==> src/rtl/pipe_hazard_ctrl_pkg.sv <==
// rtl/pipe_hazard_ctrl_pkg.sv - shared codes for the pipeline hazard controller
package pipe_hazard_ctrl_pkg;

    typedef enum logic {
        PHC_RUN      = 1'b0,
        PHC_MEM_WAIT = 1'b1
    } phc_state_t;

    localparam int DEST_SRC_W = 2;
    localparam logic [DEST_SRC_W-1:0] DEST_SRC_ALU = 2'd0;
    localparam logic [DEST_SRC_W-1:0] DEST_SRC_MEM = 2'd1;
    localparam logic [DEST_SRC_W-1:0] DEST_SRC_PC  = 2'd2;

    localparam int MEM_OP_W = 2;
    localparam logic [MEM_OP_W-1:0] MEM_OP_NOP   = 2'd0;
    localparam logic [MEM_OP_W-1:0] MEM_OP_LOAD  = 2'd1;
    localparam logic [MEM_OP_W-1:0] MEM_OP_STORE = 2'd2;

    function automatic logic is_load_src(input logic [DEST_SRC_W-1:0] dest_src);
        return dest_src == DEST_SRC_MEM;
    endfunction

endpackage

==> src/rtl/pipe_stage_shadow.sv <==
// rtl/pipe_stage_shadow.sv - enable/clear register holding one stage's control fields
module pipe_stage_shadow #(
    parameter int W = 9
) (
    input  logic         clk,
    input  logic         rst,
    input  logic         en,
    input  logic         clr,
    input  logic         d_valid,
    input  logic [W-1:0] d,
    output logic         q_valid,
    output logic [W-1:0] q
);

    always_ff @(posedge clk) begin
        if (rst) begin
            q_valid <= 1'b0;
            q       <= '0;
        end else if (en) begin
            q_valid <= d_valid && !clr;
            q       <= d;
        end
    end

endmodule

==> src/rtl/pipe_hazard_ctrl.sv <==
// rtl/pipe_hazard_ctrl.sv - stall/bubble/flush/redirect sequencing for the 5-stage core
module pipe_hazard_ctrl
    import pipe_hazard_ctrl_pkg::*;
#(
    parameter int REG_ADDR_W  = 5,
    parameter int MEM_TIMEOUT = 64,
    parameter int CNT_W       = 32
) (
    input  logic                  clk,
    input  logic                  rst,
    input  logic                  id_valid,
    input  logic [REG_ADDR_W-1:0] id_rs1,
    input  logic [REG_ADDR_W-1:0] id_rs2,
    input  logic                  id_rs1_used,
    input  logic                  id_rs2_used,
    input  logic [REG_ADDR_W-1:0] id_rd,
    input  logic [DEST_SRC_W-1:0] id_dest_src,
    input  logic [MEM_OP_W-1:0]   id_mem_op,
    input  logic                  id_branch_op,
    input  logic                  ex_branch_taken,
    input  logic                  mem_ready,
    output logic                  pc_stall,
    output logic                  if_id_stall,
    output logic                  if_id_flush,
    output logic                  id_ex_stall,
    output logic                  id_ex_bubble,
    output logic                  ex_mem_stall,
    output logic                  mem_wb_bubble,
    output logic                  pc_redirect,
    output logic                  mem_err,
    output logic [CNT_W-1:0]      stall_cnt
);

    // Shadow layout: {rd, is_load, mem_op, branch_op}
    localparam int SW   = REG_ADDR_W + MEM_OP_W + 2;
    localparam int WC_W = $clog2(MEM_TIMEOUT + 1);

    logic                  ex_valid, mem_valid;
    logic [SW-1:0]         id_fields, ex_fields, mem_fields;
    logic [REG_ADDR_W-1:0] ex_rd;
    logic                  ex_is_load, ex_branch_op;
    logic [MEM_OP_W-1:0]   mem_op;
    logic                  mw, br, lu, br_win, lu_win;
    logic                  shadow_unused;
    phc_state_t            state, state_next;
    logic [WC_W-1:0]       wait_cnt;
    logic                  mem_err_q;
    logic [CNT_W-1:0]      stall_cnt_q;

    assign id_fields    = {id_rd, is_load_src(id_dest_src), id_mem_op, id_branch_op};
    assign ex_rd        = ex_fields[SW-1 -: REG_ADDR_W];
    assign ex_is_load   = ex_fields[MEM_OP_W+1];
    assign ex_branch_op = ex_fields[0];
    assign mem_op       = mem_fields[MEM_OP_W:1];
    assign shadow_unused = ^{mem_fields[SW-1:MEM_OP_W+1], mem_fields[0]};

    assign mw = mem_valid && (mem_op != MEM_OP_NOP) && !mem_ready;
    assign br = ex_valid && ex_branch_op && ex_branch_taken;
    assign lu = id_valid && ex_valid && ex_is_load && (ex_rd != '0) &&
                ((id_rs1_used && id_rs1 == ex_rd) || (id_rs2_used && id_rs2 == ex_rd));
    assign br_win = br && !mw;
    assign lu_win = lu && !mw && !br;

    pipe_stage_shadow #(.W(SW)) u_ex_shadow (
        .clk     (clk),
        .rst     (rst),
        .en      (!mw),
        .clr     (br || lu),
        .d_valid (id_valid),
        .d       (id_fields),
        .q_valid (ex_valid),
        .q       (ex_fields)
    );

    pipe_stage_shadow #(.W(SW)) u_mem_shadow (
        .clk     (clk),
        .rst     (rst),
        .en      (!mw),
        .clr     (1'b0),
        .d_valid (ex_valid),
        .d       (ex_fields),
        .q_valid (mem_valid),
        .q       (mem_fields)
    );

    // Outputs are forced low while rst is held, even before the registers clear
    assign pc_stall      = !rst && (mw || lu_win);
    assign if_id_stall   = !rst && (mw || lu_win);
    assign if_id_flush   = !rst && br_win;
    assign id_ex_stall   = !rst && mw;
    assign id_ex_bubble  = !rst && (br_win || lu_win);
    assign ex_mem_stall  = !rst && mw;
    assign mem_wb_bubble = !rst && mw;
    assign pc_redirect   = !rst && br_win;
    assign mem_err       = !rst && mem_err_q;
    assign stall_cnt     = rst ? '0 : stall_cnt_q;

    always_comb begin
        state_next = state;
        case (state)
            PHC_RUN:      if (mw) state_next = PHC_MEM_WAIT;
            PHC_MEM_WAIT: if (mem_ready) state_next = PHC_RUN;
            default:      state_next = PHC_RUN;
        endcase
    end

    // wait_cnt counts consecutive wait cycles, the first one included
    always_ff @(posedge clk) begin
        if (rst) begin
            state       <= PHC_RUN;
            wait_cnt    <= '0;
            mem_err_q   <= 1'b0;
            stall_cnt_q <= '0;
        end else begin
            state <= state_next;
            if (mw) begin
                if (wait_cnt != WC_W'(MEM_TIMEOUT)) wait_cnt <= wait_cnt + WC_W'(1);
                if (wait_cnt == WC_W'(MEM_TIMEOUT - 1)) mem_err_q <= 1'b1;
            end else begin
                wait_cnt <= '0;
            end
            if (pc_stall && stall_cnt_q != '1) stall_cnt_q <= stall_cnt_q + CNT_W'(1);
        end
    end

endmodule

==> config.mk <==
export PLATFORM = sky130hd
export DESIGN_NAME = pipe_hazard_ctrl
export DESIGN_NICKNAME = d
export VERILOG_FILES = /design/src/rtl/pipe_hazard_ctrl_pkg.sv /design/src/rtl/pipe_stage_shadow.sv /design/src/rtl/pipe_hazard_ctrl.sv
export SDC_FILE = /design/constraint.sdc
export NUM_CORES = 1
export LEC_CHECK = 0
export CORE_AREA = 8 8 86 96
export DETAILED_ROUTE_END_ITERATION = 7
export DIE_AREA = 0 0 94 104
export PLACE_DENSITY = 0.72
export SLEW_MARGIN = 40
export SYNTH_ARGS = -nofsm -noshare
export SYNTH_HDL_FRONTEND = slang
export SYNTH_SLANG_ARGS = --single-unit
==> constraint.sdc <==
create_clock -name clk -period 2.7 [get_ports clk]
set_clock_uncertainty 0.15 [all_clocks]
set_input_delay 0.27 -clock clk [delete_from_list [all_inputs] [get_ports clk]]
set_output_delay 0.27 -clock clk [all_outputs]
set_load 0.01 [all_outputs]
==> results of run 1 <==
[worst max-delay path, cell delays in order (launching register included)]
cell and delay (ns):
dfxtp_1 0.37, or3_1 0.38, o311a_1 0.36, a31o_1 0.26, nand3_2 0.10, buf_4 0.19, buf_4 0.17, nor3_2 0.05
mux2_4 0.29
[synthesized netlist by cell type (all sizes together) (12+ instances only)]
cell	n
a21oi	21
clkbuf	12
dfxtp	53
mux2	13
nand2	44
nand3	21
nand4	13
nor2	33
nor2b	30
nor3	14
o21ai	16
xnor2	12
[stage by stage]
stage / setup WS [ns] / util (%) / power, mW / TNS, ns
after floorplan: 0.584 / - / 0.870 / 0
after global placement: 0.0333 / 54.5 / 0.923 / 0
after detailed placement: -0.0119 / 54.5 / 0.925 / -0.0119
after CTS: 0.0194 / 56.4 / 1.49 / 0
after global routing: 0.164 / 56.6 / 1.54 / 0
final: 0.270 / 56.6 / 1.47 / 0
[kinds of logic after synthesis]
family | count (synthesis)
multiplexers | 14
buffers and inverters | 26
AO/OA/AOI/OAI | 47
AND/OR/NAND/NOR | 191
adder cells (fa/ha/maj) | 3
flip-flops | 53
XOR/XNOR | 17
[state kept, by name, indices dropped and copies added (netlist names)]
name	count
wait_cnt	7
u_ex_shadow.q_valid	1
u_mem_shadow.q_valid	1
stall_cnt_q	32
u_mem_shadow.q	2
u_ex_shadow.q	9
mem_err_q	1
[layout make-up]
type	count	share of cell area, %
Multi-Input combinational cell	272	45.0
Sequential cell	53	27.9
Timing Repair Buffer	80	20.6
Tap cell	85	2.79
Clock buffer	6	2.17
Clock inverter	2	0.985
Inverter	6	0.591
[report_power, final]
part / switching (mW) / total [mW] / leakage [nW] / internal (mW)
Clock: 0.258 / 0.559 / 0.0574 / 0.302
Combinational: 0.0467 / 0.107 / 0.928 / 0.0599
Sequential: 0.00997 / 0.802 / 0.430 / 0.792
Total: 0.314 / 1.47 / 1.42 / 1.15
[routing by layer]
metal,GRT usage (%),part of all wire [%],vias up
li1,-,-,1369
met1,17.6,46,1240
met2,23.6,46,56
met3,3.61,6.4,7
met4,4.88,1.2,0
met5,0,0,-
[worst paths after layout]
check	from	endpoint	slack, ns
hold / removal	u_ex_shadow.q[2]$_SDFFE_PP0N_	u_ex_shadow.q[2]$_SDFFE_PP0N_	0.31
setup reg to reg	u_ex_shadow.q[7]$_SDFFE_PP0N_	stall_cnt_q[23]$_SDFFE_PP0P_	0.27
hold reg to reg	u_ex_shadow.q[2]$_SDFFE_PP0N_	u_ex_shadow.q[2]$_SDFFE_PP0N_	0.31
setup / recovery	u_ex_shadow.q[7]$_SDFFE_PP0N_	stall_cnt_q[23]$_SDFFE_PP0P_	0.27
[timing repair]
| action | in CTS | in global routing |
|---|---|---|
| setup buffers | 0 | 1 |
| pin swaps | 1 | 0 |
| gates resized for setup | 1 | 4 |
| hold buffers | 0 | 0 |
| setup endpoints to repair | 3 | 3 |
[cells in the final DEF, fill, tap and decap left out, types with 2 or more instances in the layout]
cell,count
or4_1,10
nor3_1,8
and3_1,6
mux2_4,11
nor3_2,6
ha_1,3
o21ai_0,16
nand4_1,12
xnor2_1,12
mux2_2,2
or3_1,8
nor2_2,3
dfxtp_1,52
nand3_1,19
dlymetal6s2s_1,3
xor2_1,5
nor2b_1,30
inv_1,6
buf_4,12
clkdlybuf4s50_1,63
nand3b_1,3
and4_1,5
a21oi_1,21
nand3_2,2
nand2_1,44
clkbuf_8,6
nor2_1,30
==> out/qor.txt, run 1 <==
Static Leak -> 1.42 nW
Crit end category -> flip-flop
Full die area -> 9780 um2
CP Class -> flip-flop to flip-flop
Row count -> 32
Register area share after synthesis -> 36.4%
Initial DRC count -> 91
Mapped Cells -> 351
Placed cells -> 495
Tot GR Track Use -> 14.4%
Unique masters post-synth -> 42
RSZ-0062 raised after global routing -> no
Wire per inst -> 14.1 um
Clock latency on the worst-skew pair -> 0.31 ns
TritonCTS Buffers -> 5
Final setup violation count -> 0
DP HPWL -> 5260 um
Vias in the first global route -> 2585
Multi-input gate area -> 1720 um2
Design area -> 3810 um2
CTS tree -> built
Number of enable flip-flop cells after synthesis -> 0
Area Growth Syn to Fin -> 30.8%
Mapped cell area -> 2910 um2
Bufs on Longest Clock Path -> 2
Die H -> 104 um
Period utilization -> 90.0%
Final net count -> 448
Max FO, Critical Path -> 12
Clk root buf -> clkbuf_8
Initial core utilization -> 43.3%
R2r worst-path depth -> 8
Clock transition at path regs -> 0.09 ns
Max Clock Freq -> 0.411 GHz
Antenna violations before repair -> 0
Min-Delay Path Class -> flip-flop to flip-flop
Pin count of the biggest net entering global routing -> 41
Cells on Worst Hold Path -> 2
RePlAce Congestion -> 0.846
Max-Slew Margin vs Limit -> 59.5%
Fin cells -> 504
Status -> complete, no violations
Fin. max-slew vios -> 0
Worst Tran Pin Value -> 0.608 ns
Simple-gate share of the synthesized area -> 36.0%
Worst hold slack -> 0.312 ns
Fin. Hold Viols -> 0
Largest family of logic cells by synthesized area -> simple AND/OR/NAND/NOR gates
Ys async rst share -> 0%
Startpoint types -> flip-flop
Avg Cell Area, Syn -> 8.30 um2
Routed Antenna Nets -> 0
Max-Cap Viols -> 0
Register bit total from synthesis -> 53
PortBufs -> 67
First-pass GRT wire length -> 11900 um
Die W -> 94 um
WP data arrival -> 2.48 ns
Syn nets -> 381
Peak supply drop -> 0.000239 V
Area share of xor/xnor cells in the synthesized design -> 5.11%
Dominant cells by area after synthesis -> dfxtp_1 (36%), nor2b_1 (6.4%), mux2_4 (5.7%)
Area leader, netlist -> dfxtp_1
Tmin final -> 2.43 ns
Layout cell share with drive strength beyond 1 -> 12.2%
Top_reg_cell synth -> dfxtp_1
IO Pins -> 68
CTS Sinks -> 53
Number of synthesis warnings -> 0
Drt first pass iters -> 4
Area of the core -> 6730 um2
Diodes inserted -> 0
Via count -> 2672
Fillers -> 633
Synth Area in Adders -> 1.29%
FF/Latch Area -> 1060 um2
Power per cell area -> 385 nW/um2
Top cell type's share of synthesized area -> 36.4%
Total grt overflow -> 0
WL final -> 7100 um
H-tree depth -> 2
Mux share of post-synthesis cell area -> 6.79%
DR DRC count -> 0
CP required -> 2.75 ns
Synth Area in Compound Gates -> 9.45%
Via-per-instance ratio -> 5.30
Placement Cell Area -> 3670 um2
Power figures use the tool's default switching activity.
==> inputs of run 2 (changes only) <==
--- a/config.mk
+++ b/config.mk
@@ -5,10 +5,11 @@
 export SDC_FILE = /design/constraint.sdc
 export NUM_CORES = 1
 export LEC_CHECK = 0
-export CORE_AREA = 8 8 86 96
+export CORE_AREA = 8 8 82 92
 export DETAILED_ROUTE_END_ITERATION = 7
-export DIE_AREA = 0 0 94 104
-export PLACE_DENSITY = 0.72
+export DIE_AREA = 0 0 90 100
+export PLACE_DENSITY = 0.78
+export SKIP_CTS_REPAIR_TIMING = 1
 export SLEW_MARGIN = 40
 export SYNTH_ARGS = -nofsm -noshare
 export SYNTH_HDL_FRONTEND = slang
==> out/qor.txt, run 2 (synthesis gave the netlist of run 1 again) <==
FF/Latch Area -> 1060 um2 (about the same)
WL final -> 7010 um (was 7100 um)
CTS tree -> built (unchanged)
Min-delay src -> rst (was u_ex_shadow.q[2]$_SDFFE_PP0N_)
Die H -> 100 um (was 104 um)
Critical path's slowest cell -> clkdlybuf4s50_1 (was or3_1)
Min-Delay Path Class -> input pin to flip-flop (was flip-flop to flip-flop)
RePlAce Congestion -> 0.821 (was 0.846)
Peak supply drop -> 0.000203 V (was 0.000239 V)
Max reg flops -> 32 (unchanged)
Antenna violations before repair -> 0 (unchanged)
WP data arrival -> 2.20 ns (was 2.48 ns)
Worst Tran Pin Value -> 0.470 ns (was 0.608 ns)
CP Class -> input pin to primary output (was flip-flop to flip-flop)
Total grt overflow -> 0 (unchanged)
CP startpoint -> id_rs1[1] (was u_ex_shadow.q[7]$_SDFFE_PP0N_)
Max FO, Critical Path -> 3 (was 12)
TritonCTS Buffers -> 5 (unchanged)
Reg with most FFs -> stall_cnt_q (unchanged)
Most frequent cells in the layout -> clkdlybuf4s50_1 (65), dfxtp_1 (51), nand2_1 (44) (was clkdlybuf4s50_1 (63), dfxtp_1 (52), nand2_1 (44))
Clk root buf -> clkbuf_8 (unchanged)
Fillers -> 561 (was 633)
CP required -> 2.28 ns (was 2.75 ns)
First-pass GRT wire length -> 11800 um (was 11900 um)
Routed Antenna Nets -> 0 (unchanged)
Wire per inst -> 14.1 um (about the same)
IO Pins -> 68 (unchanged)
Clock transition at path regs -> 0.09 ns (about the same)
Static Leak -> 1.36 nW (was 1.42 nW)
Power per cell area -> 361 nW/um2 (was 385 nW/um2)
DP HPWL -> 5220 um (was 5260 um)
Tmin final -> 2.62 ns (was 2.43 ns)
Setup ws final -> 0.0779 ns (was 0.270 ns)
CTS Sinks -> 53 (unchanged)
Max-Cap Viols -> 0 (unchanged)
Period utilization -> 97.1% (was 90.0%)
Power, Total -> 1.36 mW (was 1.47 mW)
Crit-path most repeated cell -> clkdlybuf4s50_1 (was buf_4)
Initial core utilization -> 48.5% (was 43.3%)
H-tree depth -> 2 (unchanged)
Crit end category -> primary output (was flip-flop)
Drt first pass iters -> 4 (unchanged)
Critical-path cell list -> clkdlybuf4s50_1, xnor2_1, nand4_1, o22ai_2, a41oi_2, nor2_1, clkdlybuf4s50_1 (was or3_1, o311a_1, a31o_1, nand3_2, buf_4, buf_4, nor3_2, mux2_4)
Via count -> 2698 (was 2672)
Biggest cell delay along the critical path -> 0.55 ns (was 0.38 ns)
Worst R2R Start -> stall_cnt_q[12]$_SDFFE_PP0P_ (was u_ex_shadow.q[7]$_SDFFE_PP0N_)
Full die area -> 9000 um2 (was 9780 um2)
Fin. Hold Viols -> 0 (unchanged)
Startpoint types -> input pin (was flip-flop)
Fin. max-slew vios -> 0 (unchanged)
DR DRC count -> 0 (unchanged)
Clock latency on the worst-skew pair -> 0.30 ns (was 0.31 ns)
PortBufs -> 67 (unchanged)
Multi-input gate area -> 1720 um2 (unchanged)
Status -> complete, no violations (unchanged)
Cells on Worst Hold Path -> 2 (unchanged)
Vias in the first global route -> 2571 (was 2585)
Placement Setup Slack -> -0.000765 ns (was -0.0119 ns)
Pin count of the biggest net entering global routing -> 30 (was 41)
Tot GR Track Use -> 15.3% (was 14.4%)
Diodes inserted -> 0 (unchanged)
Bufs on Longest Clock Path -> 2 (unchanged)
Row count -> 30 (was 32)
Via-per-instance ratio -> 5.44 (was 5.30)
Die W -> 90 um (was 94 um)
Max-Slew Margin vs Limit -> 68.7% (was 59.5%)
Layout cell share with drive strength beyond 1 -> 11.5% (was 12.2%)
R2r worst-path depth -> 7 (was 8)
Max Clock Freq -> 0.381 GHz (was 0.411 GHz)
Final net count -> 446 (was 448)
Largest regs -> stall_cnt_q x32, u_ex_shadow.q x9, wait_cnt x7 (unchanged)
Area of the core -> 6010 um2 (was 6730 um2)
Final setup violation count -> 0 (unchanged)
Most common cell after layout, fill and taps aside -> clkdlybuf4s50_1 (unchanged)
Area Growth Syn to Fin -> 28.8% (was 30.8%)
Initial DRC count -> 68 (was 91)
-- run 2: cell count changes in the layout (fill, tap and decap cells not counted), sizes merged --
| cell | change |
|---|---|
| buf | -2 |
| bufinv | -1 |
| clkbuf | +1 |
| clkdlybuf4s50 | +2 |
| clkinvlp | -1 |
| dlymetal6s2s | -2 |
-- run 2: final timing paths --
kind	slack, ns	to
worst max-delay path	0.08	pc_stall
worst min-delay path	0.27	stall_cnt_q[26]$_SDFFE_PP0P_
worst max register to register	0.39	stall_cnt_q[22]$_SDFFE_PP0P_
worst min register to register	0.31	u_ex_shadow.q[2]$_SDFFE_PP0N_
-- run 2: where the power goes --
group          switching [mW]  internal (mW)  total, mW
combinational          0.0470         0.0591      0.106
sequential            0.00972          0.792      0.801
clock                   0.243          0.204      0.447
-- run 2: metal layers --
metal | track usage [%] | share of wire (%) | wire [um]
met5 | 0 | 0 | 0
met4 | 4.49 | 1.1 | 76
met3 | 4.41 | 4.7 | 330
met2 | 25.6 | 47 | 3320
met1 | 18.6 | 47 | 3280
-- run 2: final cells by class --
class / count / share of cell area [%]
multi-input cells: 272 / 45.7
flip-flops and latches: 53 / 28.4
repair buffers: 78 / 20.3
well taps: 80 / 2.67
clock buffers: 7 / 2.30
inverters: 6 / 0.600
-- run 2: per-stage QoR --
step	cell area (um2)	setup TNS, ns	cells	hold WS [ns]	utilization [%]
floorplan	2910	0	351	0.260	-
global placement	3650	0	489	0.292	60.8
detailed placement	3650	-0.000765	489	0.301	60.8
CTS	3740	-0.00377	496	0.272	62.3
global route	3750	-0.0218	496	0.301	62.5
finish	3750	0	496	0.274	62.5
-- run 2: critical path, delay by kind of cell --
kind | cells | cell delay [ns]
xor gates and xnor gates | 1 | 0.13
and+or+nand+nor | 2 | 0.33
buffers and inverters | 2 | 1.03
AOI/OAI and AO/OA | 2 | 0.44
==> inputs of run 3 (changes only) <==
--- a/config.mk
+++ b/config.mk
@@ -5,9 +5,10 @@
 export SDC_FILE = /design/constraint.sdc
 export NUM_CORES = 1
 export LEC_CHECK = 0
-export CORE_AREA = 8 8 82 92
+export CAP_MARGIN = 20
+export CORE_AREA = 8 8 86 88
 export DETAILED_ROUTE_END_ITERATION = 7
-export DIE_AREA = 0 0 90 100
+export DIE_AREA = 0 0 94 96
 export PLACE_DENSITY = 0.78
 export SKIP_CTS_REPAIR_TIMING = 1
 export SLEW_MARGIN = 40
==> out/qor.txt, run 3 (synthesis gave the netlist of run 1 again) <==
Status -> complete, no violations (unchanged)
WL met3 -> 268 um (was 330 um)
WP data arrival -> 2.56 ns (was 2.20 ns)
Min-Delay Path Class -> input pin to flip-flop (unchanged)
R2r worst-path depth -> 8 (was 7)
Wl on met1 -> 3270 um (was 3280 um)
Fin. Hold Viols -> 0 (unchanged)
Total grt overflow -> 0 (unchanged)
Clk root buf -> clkbuf_8 (unchanged)
Full die area -> 9020 um2 (was 9000 um2)
Layout cell share with drive strength beyond 1 -> 11.9% (was 11.5%)
PortBufs -> 67 (unchanged)
Static Leak -> 1.40 nW (was 1.36 nW)
Clock transition at path regs -> 0.10 ns (was 0.09 ns)
Initial DRC count -> 119 (was 68)
Cells on Worst Hold Path -> 2 (unchanged)
Routed Antenna Nets -> 0 (unchanged)
IO Pins -> 68 (unchanged)
Initial core utilization -> 47.8% (was 48.5%)
Max Clock Freq -> 0.398 GHz (was 0.381 GHz)
Startpoint types -> flip-flop (was input pin)
Max reg flops -> 32 (unchanged)
Worst hold slack -> 0.228 ns (was 0.274 ns)
Tot GR Track Use -> 15.7% (was 15.3%)
Via-per-instance ratio -> 5.30 (was 5.44)
Vias in the first global route -> 2589 (was 2571)
H-tree depth -> 2 (unchanged)
Period utilization -> 93.2% (was 97.1%)
CP Class -> flip-flop to flip-flop (was input pin to primary output)
Tmin final -> 2.52 ns (was 2.62 ns)
Wire per inst -> 14.0 um (was 14.1 um)
RePlAce Congestion -> 0.786 (was 0.821)
Metal2 WL -> 3380 um (was 3320 um)
Reg with most FFs -> stall_cnt_q (unchanged)
Via count -> 2633 (was 2698)
Power per cell area -> 355 nW/um2 (was 361 nW/um2)
DR DRC count -> 0 (unchanged)
Design area -> 3750 um2 (unchanged)
Antenna violations before repair -> 0 (unchanged)
Die W -> 94 um (was 90 um)
Max-Cap Viols -> 0 (unchanged)
Area of the core -> 6100 um2 (was 6010 um2)
Fin. max-slew vios -> 0 (unchanged)
CP required -> 2.75 ns (was 2.28 ns)
TritonCTS Buffers -> 5 (unchanged)
WL final -> 6970 um (was 7010 um)
Row count -> 29 (was 30)
Worst Tran Pin Value -> 0.511 ns (was 0.470 ns)
Diodes inserted -> 0 (unchanged)
Crit end category -> flip-flop (was primary output)
Placement Cell Area -> 3660 um2 (was 3650 um2)
Final net count -> 449 (was 446)
DP HPWL -> 5290 um (was 5220 um)
Final setup violation count -> 0 (unchanged)
Highest metal used -> met4 (unchanged)
Peak supply drop -> 0.000231 V (was 0.000203 V)
CTS Sinks -> 53 (unchanged)
Area Growth Syn to Fin -> 28.8% (unchanged)
Fin Setup TNS -> 0 ns (unchanged)
Max-Slew Margin vs Limit -> 65.6% (was 68.7%)
Die H -> 96 um (was 100 um)
Power, Total -> 1.33 mW (was 1.36 mW)
Most common cell after layout, fill and taps aside -> clkdlybuf4s50_1 (unchanged)
Max FO, Critical Path -> 11 (was 3)
Pin count of the biggest net entering global routing -> 33 (was 30)
Drt first pass iters -> 4 (unchanged)
RSZ-0062 raised after global routing -> no
CTS tree -> built (unchanged)
Clock latency on the worst-skew pair -> 0.30 ns (about the same)
Most frequent cells in the layout -> clkdlybuf4s50_1 (63), dfxtp_1 (50), nand2_1 (44) (was clkdlybuf4s50_1 (65), dfxtp_1 (51), nand2_1 (44))
Bufs on Longest Clock Path -> 2 (unchanged)
First-pass GRT wire length -> 11700 um (was 11800 um)
Largest regs -> stall_cnt_q x32, u_ex_shadow.q x9, wait_cnt x7 (unchanged)
[run 3: cell count changes in the layout (fill, tap and decap cells not counted)]
cell	delta
dfxtp_1	-1
buf_4	+4
dfxtp_2	+1
buf_12	-1
o22ai_1	+1
o22ai_2	-1
clkbuf_1	+2
clkbuf_8	-1
clkdlybuf4s50_1	-2
dlymetal6s2s_1	+2
[run 3: metal layers]
| layer | up-vias | GRT usage (%) |
|---|---|---|
| met5 | - | 0 |
| met4 | 0 | 5.02 |
| met3 | 2 | 3.67 |
| met2 | 47 | 27.3 |
| met1 | 1222 | 18.7 |
| li1 | 1362 | - |
[run 3: final timing paths]
kind                              endpoint  slack [ns]                          start
min           stall_cnt_q[30]$_SDFFE_PP0P_        0.23                            rst
max           stall_cnt_q[14]$_SDFFE_PP0P_        0.18   stall_cnt_q[11]$_SDFFE_PP0P_
min reg2reg  u_ex_shadow.q[1]$_SDFFE_PP0N_        0.31  u_ex_shadow.q[1]$_SDFFE_PP0N_
max reg2reg   stall_cnt_q[14]$_SDFFE_PP0P_        0.18   stall_cnt_q[11]$_SDFFE_PP0P_
[run 3: area by class of cell]
type | count | area [um2]
fill | 528 | 2340
multi-input combinational | 272 | 1710
sequential | 53 | 1060
timing repair buffer | 81 | 778
tap | 77 | 96.3
clock buffer | 8 | 80.1
inverter | 6 | 22.5
[run 3: worst max-delay path, cell delays in order (launching register included)]
cell and delay, ns:
dfxtp_1 0.46, nand4_2 0.19, nor4_2 0.55, nand3_1 0.21, nand3_2 0.13, buf_4 0.20
buf_4 0.18, nor3_2 0.05, mux2_4 0.29
[run 3: metrics by stage]
stage          worst slack [ns]  util [%]  std cells
3_5_place_dp             0.0120      60.0        489
5_1_grt                  0.0372      61.5        497
2_1_floorplan             0.584         -        351
3_3_place_gp             0.0160      60.0        489
6_report                  0.185      61.5        497
4_1_cts                -0.00363      61.4        497
[run 3: power by group]
part	leakage (nW)	switching, mW	internal (mW)
Combinational	0.927	0.0459	0.0591
Clock	0.0395	0.241	0.185
Sequential	0.431	0.00979	0.792
